<file path="src/rtl/consec_run_detector.sv">
// consec_run_detector: Mealy detector for runs of consecutive identical bits with runtime threshold,
// polarity, overlap mode, valid qualifier and sync clear. Define RUN_MATCH_CNT_EN to add match_cnt.
module consec_run_detector #(
   parameter int MAX_RUN = 15,
   parameter int RUN_W   = 4,
   parameter int CNT_W   = 8
) (
   input  logic             clk,
   input  logic             rst,
   input  logic             in_valid,
   input  logic             inp,
   input  logic             pol,
   input  logic [RUN_W-1:0] thresh,
   input  logic             overlap,
   input  logic             clr,
   output logic             outp,
   output logic             outp_q,
   output logic [RUN_W-1:0] run_len
`ifdef RUN_MATCH_CNT_EN
   ,
   output logic [CNT_W-1:0] match_cnt
`endif
);

   localparam logic [RUN_W-1:0] MAX_V  = RUN_W'(MAX_RUN);
   localparam logic [RUN_W-1:0] ZERO_V = {RUN_W{1'b0}};

   logic [RUN_W-1:0] r_run_len;
   logic             r_outp_q;
   logic             w_hit_bit;
   logic [RUN_W-1:0] w_t_eff;
   logic [RUN_W-1:0] w_nxt;
   logic             w_cond;
   logic             w_outp;
   logic [RUN_W-1:0] w_run_nxt;

   // Hit decode: saturated next length compared against the clamped threshold.
   always_comb begin
      w_hit_bit = in_valid & (inp == pol);
      w_t_eff   = (thresh > MAX_V) ? MAX_V : thresh;
      w_nxt     = (r_run_len >= MAX_V) ? MAX_V : (r_run_len + {{(RUN_W-1){1'b0}}, 1'b1});
      if (overlap) begin
         w_cond = (w_nxt >= w_t_eff);
      end else begin
         w_cond = (w_nxt == w_t_eff);
      end
      w_outp = rst & ~clr & w_hit_bit & (w_t_eff != ZERO_V) & w_cond;
   end

   // Run length next-state, clr first, then valid gating, mismatch and restart-after-hit.
   always_comb begin
      w_run_nxt = r_run_len;
      if (clr) begin
         w_run_nxt = ZERO_V;
      end else if (!in_valid) begin
         w_run_nxt = r_run_len;
      end else if (inp != pol) begin
         w_run_nxt = ZERO_V;
      end else if (w_outp && !overlap) begin
         w_run_nxt = ZERO_V;
      end else begin
         w_run_nxt = w_nxt;
      end
   end

   // Run length and registered hit.
   always_ff @(posedge clk or negedge rst) begin
      if (!rst) begin
         r_run_len <= ZERO_V;
         r_outp_q  <= 1'b0;
      end else begin
         r_run_len <= w_run_nxt;
         r_outp_q  <= w_outp;
      end
   end

`ifdef RUN_MATCH_CNT_EN
   logic [CNT_W-1:0] r_match_cnt;

   // Saturating hit counter.
   always_ff @(posedge clk or negedge rst) begin
      if (!rst) begin
         r_match_cnt <= {CNT_W{1'b0}};
      end else if (clr) begin
         r_match_cnt <= {CNT_W{1'b0}};
      end else if (w_outp && (r_match_cnt != {CNT_W{1'b1}})) begin
         r_match_cnt <= r_match_cnt + {{(CNT_W-1){1'b0}}, 1'b1};
      end else begin
         r_match_cnt <= r_match_cnt;
      end
   end

   assign match_cnt = r_match_cnt;
`endif

   assign outp    = w_outp;
   assign outp_q  = r_outp_q;
   assign run_len = r_run_len;

endmodule

</file>
<file path="config.mk">
export PLATFORM = sky130hd
export DESIGN_NAME = consec_run_detector
export DESIGN_NICKNAME = d
export VERILOG_FILES = /design/src/rtl/consec_run_detector.sv
export SDC_FILE = /design/constraint.sdc
export NUM_CORES = 1
export LEC_CHECK = 0
export BUFFER_PORTS_ARGS = -buffer_cell sky130_fd_sc_hd__clkbuf_2
export CAP_MARGIN = 20
export CELL_PAD_IN_SITES_DETAIL_PLACEMENT = 0
export CELL_PAD_IN_SITES_GLOBAL_PLACEMENT = 1
export CORE_AREA = 2 2 39 41
export DETAILED_ROUTE_END_ITERATION = 8
export DIE_AREA = 0 0 41 43
export PLACE_DENSITY_LB_ADDON = 0.15
export SLEW_MARGIN = 30
export SYNTH_ARGS = -nofsm -noshare
export SYNTH_HDL_FRONTEND = slang
export SYNTH_SLANG_ARGS = --single-unit
export TNS_END_PERCENT = 50
</file>
<file path="constraint.sdc">
create_clock -name clk -period 6 [get_ports clk]
set_clock_uncertainty 0.15 [all_clocks]
set_input_delay 1.8 -clock clk [delete_from_list [all_inputs] [get_ports clk]]
set_output_delay 1.8 -clock clk [all_outputs]
set_load 0.03 [all_outputs]
</file>
# Word level (Yosys, flattened, before mapping)
# Cells that the tools add are included.
word_totals:
  reg_bits: 5
  latch_bits: 0
  ramBits: 0
  romBits: 0
  output_inout_bits: 6
  word_cells: 26
  mem_count: 0
classes:
  addsub: 1
  mul: 0
  div_mod_pow: 0
  order_cmp: 3
  eq_ne: 3
  shift: 0
  muxes: 7
  bitwise: 6
  n_reduce_logical: 4
ops:
  columns: ["op", "n"]
  rows:
  - ["2-to-1 mux 4 bit", 6]
  - ["bitwise AND 1 bit", 5]
  - ["adder 4 x 1 -> 4 bit, second input constant", 1]
  - ["== test 4 bit", 1]
  - ["greater-or-equal comparator 4 bit", 1]
  - ["greater-or-equal comparator 4 bit, second input constant", 1]
  - ["> comparator 4 bit, second input constant", 1]
  - ["nonzero test 4 bit", 1]
  - ["nonzero test 2 bit", 1]
  - ["== test 1 bit", 1]
  - ["logical AND 1 bit", 1]
  - ["zero test 1 bit", 1]
  - ["2-to-1 mux 1 bit", 1]
  - ["inequality test 1 bit", 1]
  - ["NOT 1 bit", 1]

# Logic depth before layout (Yosys ltp)
# Gate-level depths: netlist of run 1.
depth:
  ltp_word: 10
  depth_mapped: 8
  mapped_depth_nobuf: 8

# Least setup slack after synthesis of run 1
# OpenSTA, ideal clock, no wires.
synth_timing:
  path_kind: "input to output"
  from: "in thresh[1]"
  to: "out outp"
  arrival_time_ns: 3.682
  required_time_ns: 4.050
  setup_slack_ns: 0.368
  stages: 6
  n_path_buf: 0
  cell_sequence: "inv_1 > ha_1 > nor2b_1 > o211a_1 > o21ai_0 > a2111oi_1"
synth_between:
  elab_chain_len: 5
  word_cells_on_any_way: 8
synth_lines:
  columns: ["item", "line_no", "source"]
  rows:
  - ["start: declaration", "13", "input logic [RUN_W-1:0] thresh,"]
  - ["> comparator 4 bit", "40", "w_t_eff = (thresh > MAX_V) ? MAX_V : thresh;"]
  - ["2-to-1 mux 4 bit *", "40", null]
  - ["greater-or-equal comparator 4 bit, or another cell as far along", "43", "w_cond = (w_nxt >= w_t_eff);"]
  - ["2-to-1 mux 1 bit / bitwise AND 1 bit (equally long branches)", "42, 47", null]
  - ["bitwise AND 1 bit *", "47", "w_outp = rst & ~clr & w_hit_bit & (w_t_eff != ZERO_V) & w_cond;"]
  - ["end: declaration", "16", "output logic outp,"]
# Every way passes the cells marked *; elsewhere a longest branch is shown, timed or not.

# Worst setup path in the final report of run 1
# Ends and elaborated chain as after synthesis.

==> results of run 1 <==
## cells by family after synthesis
kind of cell	share of synthesized area (%)
compound gates	22.47
xor+xnor	2.281
fa+ha+maj	16.29
simple gates	22.48
flops	32.57
buf+inv	3.908
## flip-flops by register name (all words and copies together), names as in the netlist
name     flops
outp_q       1
run_len      4
## worst max-delay path, cell delays in order
cell	delay [ns]
sky130_fd_sc_hd__clkbuf_2	0.09
sky130_fd_sc_hd__inv_1	0.04
sky130_fd_sc_hd__ha_1	0.28
sky130_fd_sc_hd__nor2b_1	0.13
sky130_fd_sc_hd__o211a_1	0.14
sky130_fd_sc_hd__o21ai_0	0.08
sky130_fd_sc_hd__a2111oi_1	0.45
sky130_fd_sc_hd__clkbuf_2	0.29
## layout make-up
type | count | area (um^2) | area share [%]
tap | 16 | 20.02 | 3.922
inverter | 4 | 15.01 | 2.941
sequential | 5 | 125.1 | 24.51
multi-input combinational | 32 | 244.0 | 47.79
clock buffer | 4 | 26.28 | 5.147
timing repair buffer | 16 | 80.08 | 15.69
## power by group
| part | switching (mW) | leakage (nW) | internal, mW |
|---|---|---|---|
| combinational | 0.00942 | 0.203 | 0.00735 |
| sequential | 0.000993 | 0.0692 | 0.0346 |
| clock | 0.0127 | 0.0150 | 0.0251 |
## stage by stage
step                      area, um^2  instances  setup slack (ns)  hold slack, ns  power (mW)
final                          510.5         77            0.7603          0.4236     0.09013
after detailed placement       484.2         73            0.7226          0.4135     0.05322
after floorplan                384.1         41            0.3677          0.5492     0.04581
after global routing           510.5         77            0.5207          0.4446     0.09829
after global placement         484.2         73            0.7545          0.4078     0.05323
after CTS                      510.5         77            0.7130          0.4225     0.09369
## per-layer routing
layer | up-vias | GRT usage [%] | share of wire [%] | wire length [um]
li1 | 194 | - | - | -
met1 | 170 | 16.78 | 47 | 403
met2 | 5 | 19.38 | 51 | 439
met4 | 0 | 10.00 | 0 | 0
met3 | 0 | 3.141 | 1.9 | 16
met5 | - | 0 | 0 | 0
## synth_stat cells, drive strengths merged
library cell and instances:
dfrtp 5, ha 5, inv 4, nor2 4, a32o 3, nand2 2
nand2b 2, nand3 2, o21ai 2, a2111oi 1, a21o 1, a21oi 1
and2 1, and3 1, nand4 1, nor2b 1, nor3 1, o211a 1
o41ai 1, or3 1, xor2 1
## final timing paths
kind                             from          to  slack [ns]  cells past startpoint
setup / recovery            thresh[1]        outp        0.76                      8
hold / removal             run_len[1]  run_len[1]        0.42                      1
setup reg to reg           run_len[0]  run_len[2]        3.64                      7
hold reg to reg            run_len[1]  run_len[1]        0.42                      1
max in group asynchronous         rst  run_len[2]        4.33                      1
min in group asynchronous         rst      outp_q        1.22                      1
==> impl_summary.md, run 1 <==
Outcome
The run finished with clean final reports.

Layout
The fill cell instance count of the final layout is 144. Measured on the finished design, the core utilization comes to 36.89%. After the last flow step, the layout net total stands at 78. The antenna diode count is 0. The share of post-route cells with drive strength above 1 is 36.07%. Leaving out fill and tap cells, the most frequent cells in the layout are 16 x sky130_fd_sc_hd__clkbuf_2, 5 x sky130_fd_sc_hd__ha_1, 5 x sky130_fd_sc_hd__dfrtp_1. The most frequent standard cell in the layout excluding fill and tap cells is sky130_fd_sc_hd__clkbuf_2. The area growth from synthesis to layout is 32.90%.

Floorplanning
The die covers 1763 um^2. The I/O pin count is 17. The die boundary height is 43 um. The starting density of the core is 27.76%.

The number of placement rows is 14. The core area is 1384 um^2. The die outline width is 41 um.

Clocking
CTS saw 5 sinks. TritonCTS created 3 clock buffers. TritonCTS built the clock tree. The buffers inserted during post-CTS setup optimization is 0. The clock root buffer master is sky130_fd_sc_hd__clkbuf_4. CTS built an H-tree with a depth of 1. The longest clock path from root to sink contains 2 buffers. For this design, the CTS-stage hold fixing added 0 buffers. Gates resized during post-CTS repair numbered 0. For the worst-skew pair, the clock arrives at the later sink with an insertion delay of 0.24 ns. The CTS clock-pin slew for the worst setup and hold paths is 0.04 ns.

Timing
The final critical path takes up 87.33% of the cycle. The achievable frequency is 0.1909 GHz. The slew at the pin closest to its max-slew limit is 0.4467 ns. Headroom to the max-slew limit came out at 69.83%.

The final-report hold violation count is 0. The worst path in the final design needs a cycle of 5.240 ns, including I/O delays and setup. The max-slew violation total from the final report is 0. The number of setup violations in the final report is 0. Setup repair after global routing left no endpoint under its margin. The total negative slack is 0 ns.

Global routing
Summed over all layers, the global routing overflow is 0. The via count of the first global-routing pass is 391. Global routing used 13.55% of the available tracks. Entering global routing, the biggest net connects 7 pins. The global-route wire length before repair is 1552 um. The number of antenna violations at the first check in global routing is 0.

Routing
The number of iterations in the first detailed-routing pass is 3. The number of vias after detailed routing is 369. The number of violations reported at the end of detailed-routing iteration 0 is 4. The routed design has 859 um of wire. In this run the remaining antenna-violating nets after routing total 0. The detailed-route DRC error count is 0. The via count normalized by instance count is 4.792. The average wire per standard cell is 11.16 um.

Synth
The total nets after synthesis is 57. The number of distinct standard cells referenced by the synthesized netlist is 22. The synthesized design spends more area on one cell type than any other, namely sky130_fd_sc_hd__dfrtp_1.

Ranked by total cell area, the synthesized netlist is headed by sky130_fd_sc_hd__dfrtp_1 33%, sky130_fd_sc_hd__ha_1 16%, sky130_fd_sc_hd__a32o_1 7.8%. The area fraction of the dominant cell type after synthesis is 32.57%. A synthesized cell averages 9.369 um^2.

Sequential elements use 32.57% of the synthesized area. Summing every instance area after synthesis gives 384.1 um^2. The synthesized instance count is 41. The synthesized design contains 5 register bits. During synthesis, Yosys emitted a total of 0 warnings.

Worst setup path
The type of destination of the critical path is an output pin. The largest fanout on the critical path is 2. STA classifies the critical path startpoint as a primary input. STA puts the critical path data required time at 4.05 ns. STA puts the critical path data arrival time at 3.29 ns. The path type of the worst setup path is in2out.

Pwr
The maximum ir drop on the vdd rail is 0.08188 mV. Power spread over the standard cell area amounts to 176.6 nW/um^2. In this run the static leakage power is 0.2874 nW.

Hold path
The class of the worst hold path is reg2reg.

Placed design
Routability-driven placement finished with a final weighted congestion of 0.7174. During placement, the flow inserted port buffers numbering 16. The HPWL after detailed placement is 754.4 um.

Job
Across the run, the number of max-cap violations was 0.
No activity file was read; power rests on OpenSTA's default activity.
==> inputs of run 2 (changes only) <==
==> constraint.sdc (replaced) <==
create_clock -name clk -period 6 [get_ports clk]
set_clock_uncertainty 0.15 [all_clocks]
set_input_delay 0 -clock clk [delete_from_list [all_inputs] [get_ports clk]]
set_output_delay 0 -clock clk [all_outputs]
set_load 0.03 [all_outputs]
==> impl_summary.md, run 2 (same netlist as run 1, synthesis figures left out) <==
Placed design
The instance count after placement with tap cells included is 73 (unchanged). The estimated wirelength of the detail-placed design is 737.1 um (-2.3%). The worst slack after detailed placement is 3.584 ns (+2.861 ns). The number of port buffers is 16 (unchanged). The weighted congestion at the end of routability-driven global placement was 0.6981 (-2.7%). The post-placement cell area came to 484.2 um^2 (unchanged).

Timing
The slew at the pin closest to its max-slew limit is 0.4406 ns (-0.006087 ns). The final-report hold violation count is 0 (unchanged). The total negative slack was 0 ns (unchanged).

The achievable frequency is 0.3539 GHz (+85%). The final period demand of the worst path was 2.826 ns (-2.414 ns). The max-slew violation total from the final report is 0 (unchanged). Setup repair after global routing left no endpoint under its margin. The remaining max-slew budget at the tightest pin is 70.55% (+0.72 points).

The final cycle utilization of the critical path is 47.10% (-40 points). The slack of the critical path is 3.174 ns (+2.414 ns). The number of setup violations in the final report is 0 (unchanged).

Floorplanning
The I/O pin count is 17 (unchanged). The die outline width was 41 um (unchanged). The die boundary height came to 43 um (unchanged).

The number of placement rows is 14 (unchanged). The floorplan die area is 1763 um^2 (unchanged). The starting density of the core is 27.76% (unchanged). The core area is 1384 um^2 (unchanged).

Routing
The via count normalized by instance count came to 4.639 (-3.2%). The routed wire length on met3 is 25 um (+56%). The routed length on met2 is 438 um (-0.23%). The detailed-route DRC error count was 0 (unchanged).

The number of vias after detailed routing was 385 (+4.3%). The average wire per standard cell is 10.36 um (-7.1%). Signal routing reaches up to met3. The wire length reported by the detailed router is 860 um (+0.12%). The number of violations reported at the end of detailed-routing iteration 0 is 1 (-3). The count of nets left with antenna violations after detail routing is 0 (unchanged).

The detailed-route wire length on metal 1 is 396 um (-1.7%). The number of iterations in the first detailed-routing pass is 2 (-1).

Layout
The number of nets in the final layout is 84 (+7.7%). The most frequent standard cell in the layout excluding fill and tap cells is sky130_fd_sc_hd__clkbuf_2. The antenna diode count is 0 (unchanged). The area growth from synthesis to layout is 48.53%. The fill cell instance count of the final layout is 155 (+7.6%). The share of post-route cells with drive strength above 1 is 32.84% (-3.2 points). The flip-flop count of the largest register after layout is 4 (unchanged). In the layout the commonest cells are 16 x sky130_fd_sc_hd__clkbuf_2, 6 x sky130_fd_sc_hd__dlygate4sd3_1, 5 x sky130_fd_sc_hd__ha_1, 5 x sky130_fd_sc_hd__dfrtp_1.

The final standard cell count with taps included and fillers excluded is 83 (+7.8%). The final instance area is 570.5 um^2 (+12%).

Pwr
The leakage power figure came to 0.3166 nW (+10%). The overall power of the completed layout is 0.09285 mW (+3.0%). The maximum ir drop on the vdd rail is 0.08399 mV (+2.6%). The internal power is 0.06928 mW (+3.3%). The proportion of total power due to net switching is 25.39% (-0.22 points). The clock network fraction of total power is 40.9% (-1.0 points). The power share of the sequential group is 38.2% (-1.3 points). The total net switching power is 0.02357 mW (+2.1%). The power per cell area was 162.7 nW/um^2 (-7.8%).

The relative contribution of combinational cells to total power was 21.0% (+2.4 points).

Clocking
The clock sink count is 5 (unchanged). The clock latency on the worst-skew pair is 0.24 ns (about the same). The number of buffers on the longest clock path came to 2 (unchanged).

The tree is rooted in a sky130_fd_sc_hd__clkbuf_4. The buffers inserted during post-CTS setup optimization came to 0 (unchanged). The CTS H-tree depth is 1 (unchanged).

TritonCTS built the clock tree. The count of cells resized by post-cts repair is 0 (unchanged). The CTS clock-pin slew for the worst setup and hold paths is 0.04 ns (about the same). The total of hold buffers inserted after clock tree synthesis was 6 (+6). The clock buffer count from CTS is 3 (unchanged).

Global routing
The largest net degree at the start of global routing is 7 (unchanged). The via count of the first global-routing pass came to 388 (-0.77%). The global router's overall resource usage is 12.83% (-0.72 points). The total congestion overflow came to 0 (unchanged).

The global-route wire length before repair is 1531 um (-1.4%). The number of antenna violations at the first check in global routing came to 0 (unchanged).

Worst setup path
Tracing the worst setup path back leads to its startpoint at run_len[0]. The signal arrival time at the worst endpoint was 2.85 ns (-0.44 ns). The startpoint of the most critical register-to-register path is run_len[0]. The worst setup path is launched from a flip-flop.

The type of destination of the critical path is a flip-flop. The worst path required time is 6.02 ns (+1.97 ns). The largest fanout on the critical path is 5 (+3).

The critical path is of the reg2reg type.

Outcome
The run finished with clean final reports.

Job
The max-capacitance violation count is 0 (unchanged).

Hold path
The startpoint identified for the worst hold timing path is in_valid. The class of the worst hold path is in2reg.
## run 2: cell types whose count changed in the layout (fill, tap and decap cells not counted), sizes merged
cell	previous run	this run
dlygate4sd3	0	6
## run 2: cell type report
cell class	count	area, um^2	share of cell area (%)
well taps	16	20.02	3.509
inverters	4	15.01	2.632
repair buffers	22	140.1	24.56
clock buffers	4	26.28	4.605
multi-input cells	32	244.0	42.76
flip-flops and latches	5	125.1	21.93
## run 2: per-layer routing
layer / vias up / GRT usage, %
met2: 5 / 18.75
met3: 0 / 3.141
met4: 0 / 8.000
met1: 174 / 16.07
li1: 206 / -
met5: - / 0
## run 2: critical path: stages (launching register included)
cell                            delay, ns
sky130_fd_sc_hd__dfrtp_1             0.41
sky130_fd_sc_hd__ha_1                0.29
sky130_fd_sc_hd__nand2b_1            0.17
sky130_fd_sc_hd__ha_1                0.29
sky130_fd_sc_hd__nor2b_1             0.14
sky130_fd_sc_hd__o211a_1             0.13
sky130_fd_sc_hd__o21ai_0             0.08
sky130_fd_sc_hd__a2111oi_1           0.47
sky130_fd_sc_hd__dlygate4sd3_1       0.62
## run 2: power groups by stage
stage               Sequential (mW)  Combinational [mW]  Clock (mW)
floorplan                    0.0374             0.00844           0
global route                 0.0356              0.0222      0.0433
CTS                          0.0355              0.0198      0.0399
global placement             0.0359              0.0174           0
detailed placement           0.0359              0.0172           0
finish                       0.0354              0.0195      0.0379
## run 2: worst paths after layout
check | to | slack (ns) | cells past startpoint
worst max-delay path | outp_q | 3.17 | 8
worst min-delay path | run_len[3] | 0.02 | 3
worst max register to register | outp_q | 3.17 | 8
worst min register to register | run_len[3] | 0.40 | 1
max in group asynchronous | run_len[0] | 4.93 | 3
min in group asynchronous | run_len[1] | 0.57 | 3
## run 2: per-stage QoR
stage / hold slack [ns] / util (%)
2_1_floorplan: -0.4456 / -
5_1_grt: 0.03571 / 41.23
3_5_place_dp: -0.3137 / 34.99
4_1_cts: 0.01286 / 41.23
3_3_place_gp: -0.3101 / 34.99
6_report: 0.01706 / 41.23
==> inputs of run 3 (changes only) <==
--- a/config.mk
+++ b/config.mk
@@ -9,9 +9,9 @@
 export CAP_MARGIN = 20
 export CELL_PAD_IN_SITES_DETAIL_PLACEMENT = 0
 export CELL_PAD_IN_SITES_GLOBAL_PLACEMENT = 1
-export CORE_AREA = 2 2 39 41
+export CORE_MARGIN = 2
+export CORE_UTILIZATION = 28
 export DETAILED_ROUTE_END_ITERATION = 8
-export DIE_AREA = 0 0 41 43
 export PLACE_DENSITY_LB_ADDON = 0.15
 export SLEW_MARGIN = 30
 export SYNTH_ARGS = -nofsm -noshare
==> constraint.sdc (replaced) <==
create_clock -name clk -period 2.3 [get_ports clk]
set_clock_uncertainty 0.15 [all_clocks]
set_input_delay 0 -clock clk [delete_from_list [all_inputs] [get_ports clk]]
set_output_delay 0 -clock clk [all_outputs]
set_load 0.03 [all_outputs]
==> impl_summary.md, run 3 (same netlist as run 1, synthesis figures left out) <==
Outcome
The run finished, with violations left. The final reports fail on negative setup slack.

Floorplanning
The die outline width is 41.04 um (about the same). The die boundary height came to 41.04 um (-4.6%). The starting density of the core is 29.89% (+2.1 points). The number of placement rows is 13 (-1). The floorplan die area is 1684 um^2 (-4.5%). The I/O pin count is 17 (unchanged). The core area is 1285 um^2 (-7.1%).

Pwr
The maximum ir drop on the vdd rail was 0.2423 mV (+190%). The leakage power figure is 0.3550 nW (+12%). The clock network fraction of total power was 38.4% (-2.5 points). The total net switching power came to 0.08039 mW (+240%). The proportion of total power due to net switching is 28.55% (+3.2 points). The relative contribution of combinational cells to total power is 28.5% (+7.5 points). The power share of the sequential group is 33.1% (-5.1 points).

The internal power is 0.2012 mW (+190%). The power per cell area came to 393.4 nW/um^2 (+140%).

Timing
The final critical path takes up 105.9% of the cycle. The final-report hold violation count came to 0 (unchanged). The worst hold slack across all endpoints is 0.02829 ns (+0.01123 ns). For this run, the top clock speed supported by timing is 0.4106 GHz.

The number of setup violations in the final report is 1 (+1). The max-slew violation total from the final report is 0 (unchanged). The slew at the pin closest to its max-slew limit came to 0.3026 ns (-0.1380 ns). The final period demand of the worst path is 2.435 ns. The slack of the critical path is -0.1352 ns (-3.309 ns). Setup repair after global routing could not meet its margin everywhere.

The total negative slack is -0.1352 ns (-0.1352 ns). The remaining max-slew budget at the tightest pin is 79.83% (+9.3 points).

Placed design
The estimated wirelength of the detail-placed design is 822.4 um (+12%). The worst slack after detailed placement was 0.04709 ns (-3.537 ns). The number of port buffers came to 16 (unchanged). The weighted congestion at the end of routability-driven global placement is 0.7286 (+4.4%).

Global routing
The global router's overall resource usage is 18.13% (+5.3 points). The largest net degree at the start of global routing is 7 (unchanged). The via count of the first global-routing pass is 437 (+13%).

The global-route wire length before repair is 1938 um (+27%). The number of antenna violations at the first check in global routing came to 0 (unchanged). The total congestion overflow is 0 (unchanged).

Routing
The via count normalized by instance count is 4.775 (+2.9%). The count of nets left with antenna violations after detail routing is 0 (unchanged). The average wire per standard cell was 12.40 um (+20%). The number of iterations in the first detailed-routing pass is 2 (unchanged). The number of violations reported at the end of detailed-routing iteration 0 is 3 (+2). The wire length reported by the detailed router was 1104 um (+28%).

The number of vias after detailed routing is 425 (+10%). The detailed-route DRC error count is 0 (unchanged).

Clocking
The clock buffer count from CTS is 3 (unchanged). The CTS clock-pin slew for the worst setup and hold paths was 0.05 ns (about the same). The clock sink count came to 5 (unchanged). The clock latency on the worst-skew pair came to 0.25 ns (about the same). The clock tree from TritonCTS is built. The clock root buffer master is sky130_fd_sc_hd__clkbuf_4. The number of buffers on the longest clock path was 2 (unchanged).

The CTS H-tree depth is 1 (unchanged).

Layout
Compared with the post-synthesis result, the final layout area differs by 86.32%. The flip-flop count of the largest register after layout is 4 (unchanged). The number of nets in the final layout was 91 (+8.3%). The most frequent standard cell in the layout excluding fill and tap cells is sky130_fd_sc_hd__clkbuf_2. The antenna diode count is 0 (unchanged). The share of post-route cells with drive strength above 1 is 58.11% (+25 points).

The fill cell instance count of the final layout was 116 (-25%). In the layout the commonest cells are 15 x sky130_fd_sc_hd__clkbuf_2, 8 x sky130_fd_sc_hd__buf_4, 5 x sky130_fd_sc_hd__dlygate4sd3_1.

Worst setup path
The critical path is of the reg2out type. The worst setup path is launched from a flip-flop. The signal on the critical path passes through ha_4, and3_1, nor2_1, ha_1, nand4_1, buf_4, a2111oi_4, clkbuf_8. The slowest stage cell on the critical path is sky130_fd_sc_hd__dfrtp_2.

The largest fanout on the critical path is 4 (-1). The worst stage delay on the critical path was 0.44 ns (-0.18 ns). The signal arrival time at the worst endpoint is 2.29 ns (-0.56 ns). The type of destination of the critical path is an output pin. The worst path required time is 2.15 ns (-3.87 ns).

Hold path
The class of the worst hold path is in2reg.

Job
The max-capacitance violation count is 0 (unchanged).
## run 3: path summary, 6_finish.rpt
path,startpoint,endpoint,slack [ns],cells after the start
max,run_len[1],outp,-0.14,8
min in group asynchronous,rst,outp_q,0.56,3
max in group asynchronous,rst,run_len[2],1.21,3
min reg2reg,run_len[3],run_len[3],0.42,1
max reg2reg,run_len[1],outp_q,0.03,9
min,overlap,run_len[3],0.03,3
## run 3: cell type report
type / count / area [um^2] / share of cell area (%)
multi-input combinational: 32 / 327.8 / 45.80
clock buffer: 4 / 26.28 / 3.671
sequential: 5 / 128.9 / 18.01
timing repair buffer: 29 / 198.9 / 27.80
tap: 15 / 18.77 / 2.622
inverter: 4 / 15.01 / 2.098
## run 3: timing repair
item,4_1_cts,5_1_grt
hold buffers,5,0
setup endpoints to repair,1,4
pin swaps,7,4
gates resized for setup,7,1
buffers inserted,4,1
endpoints found under the hold margin,7,0
## run 3: worst max-delay path, delay by kind of cell, from the launching register on
kind | cells | cell delay, ns
buffers and inverters | 2 | 0.39
DFF | 1 | 0.44
and+or+nand+nor | 3 | 0.48
AOI/OAI and AO/OA | 1 | 0.38
adders and majority gates | 2 | 0.36
## run 3: metal layers
metal | GRT usage [%] | up-vias | wire length, um
met1 | 22.37 | 193 | 518
met4 | 7.500 | 0 | 7
met5 | 0 | - | 0
li1 | - | 221 | -
met3 | 4.891 | 2 | 38
met2 | 29.30 | 9 | 540
## run 3: power groups by stage
stage | registers, mW | logic [mW] | clock network [mW]
floorplan | 0.0988 | 0.0319 | 0
global placement | 0.0945 | 0.0620 | 0
detailed placement | 0.0946 | 0.0629 | 0
CTS | 0.0933 | 0.0808 | 0.108
global route | 0.0935 | 0.0890 | 0.116
finish | 0.0932 | 0.0802 | 0.108
## run 3: through the flow
step	utilization [%]	total power, mW	instance area [um^2]	cells
global placement	44.30	0.1565	569.3	75
global route	55.70	0.2985	715.7	89
finish	55.70	0.2816	715.7	89
detailed placement	44.30	0.1575	569.3	75
floorplan	-	0.1306	447.9	41
CTS	54.63	0.2821	701.9	88
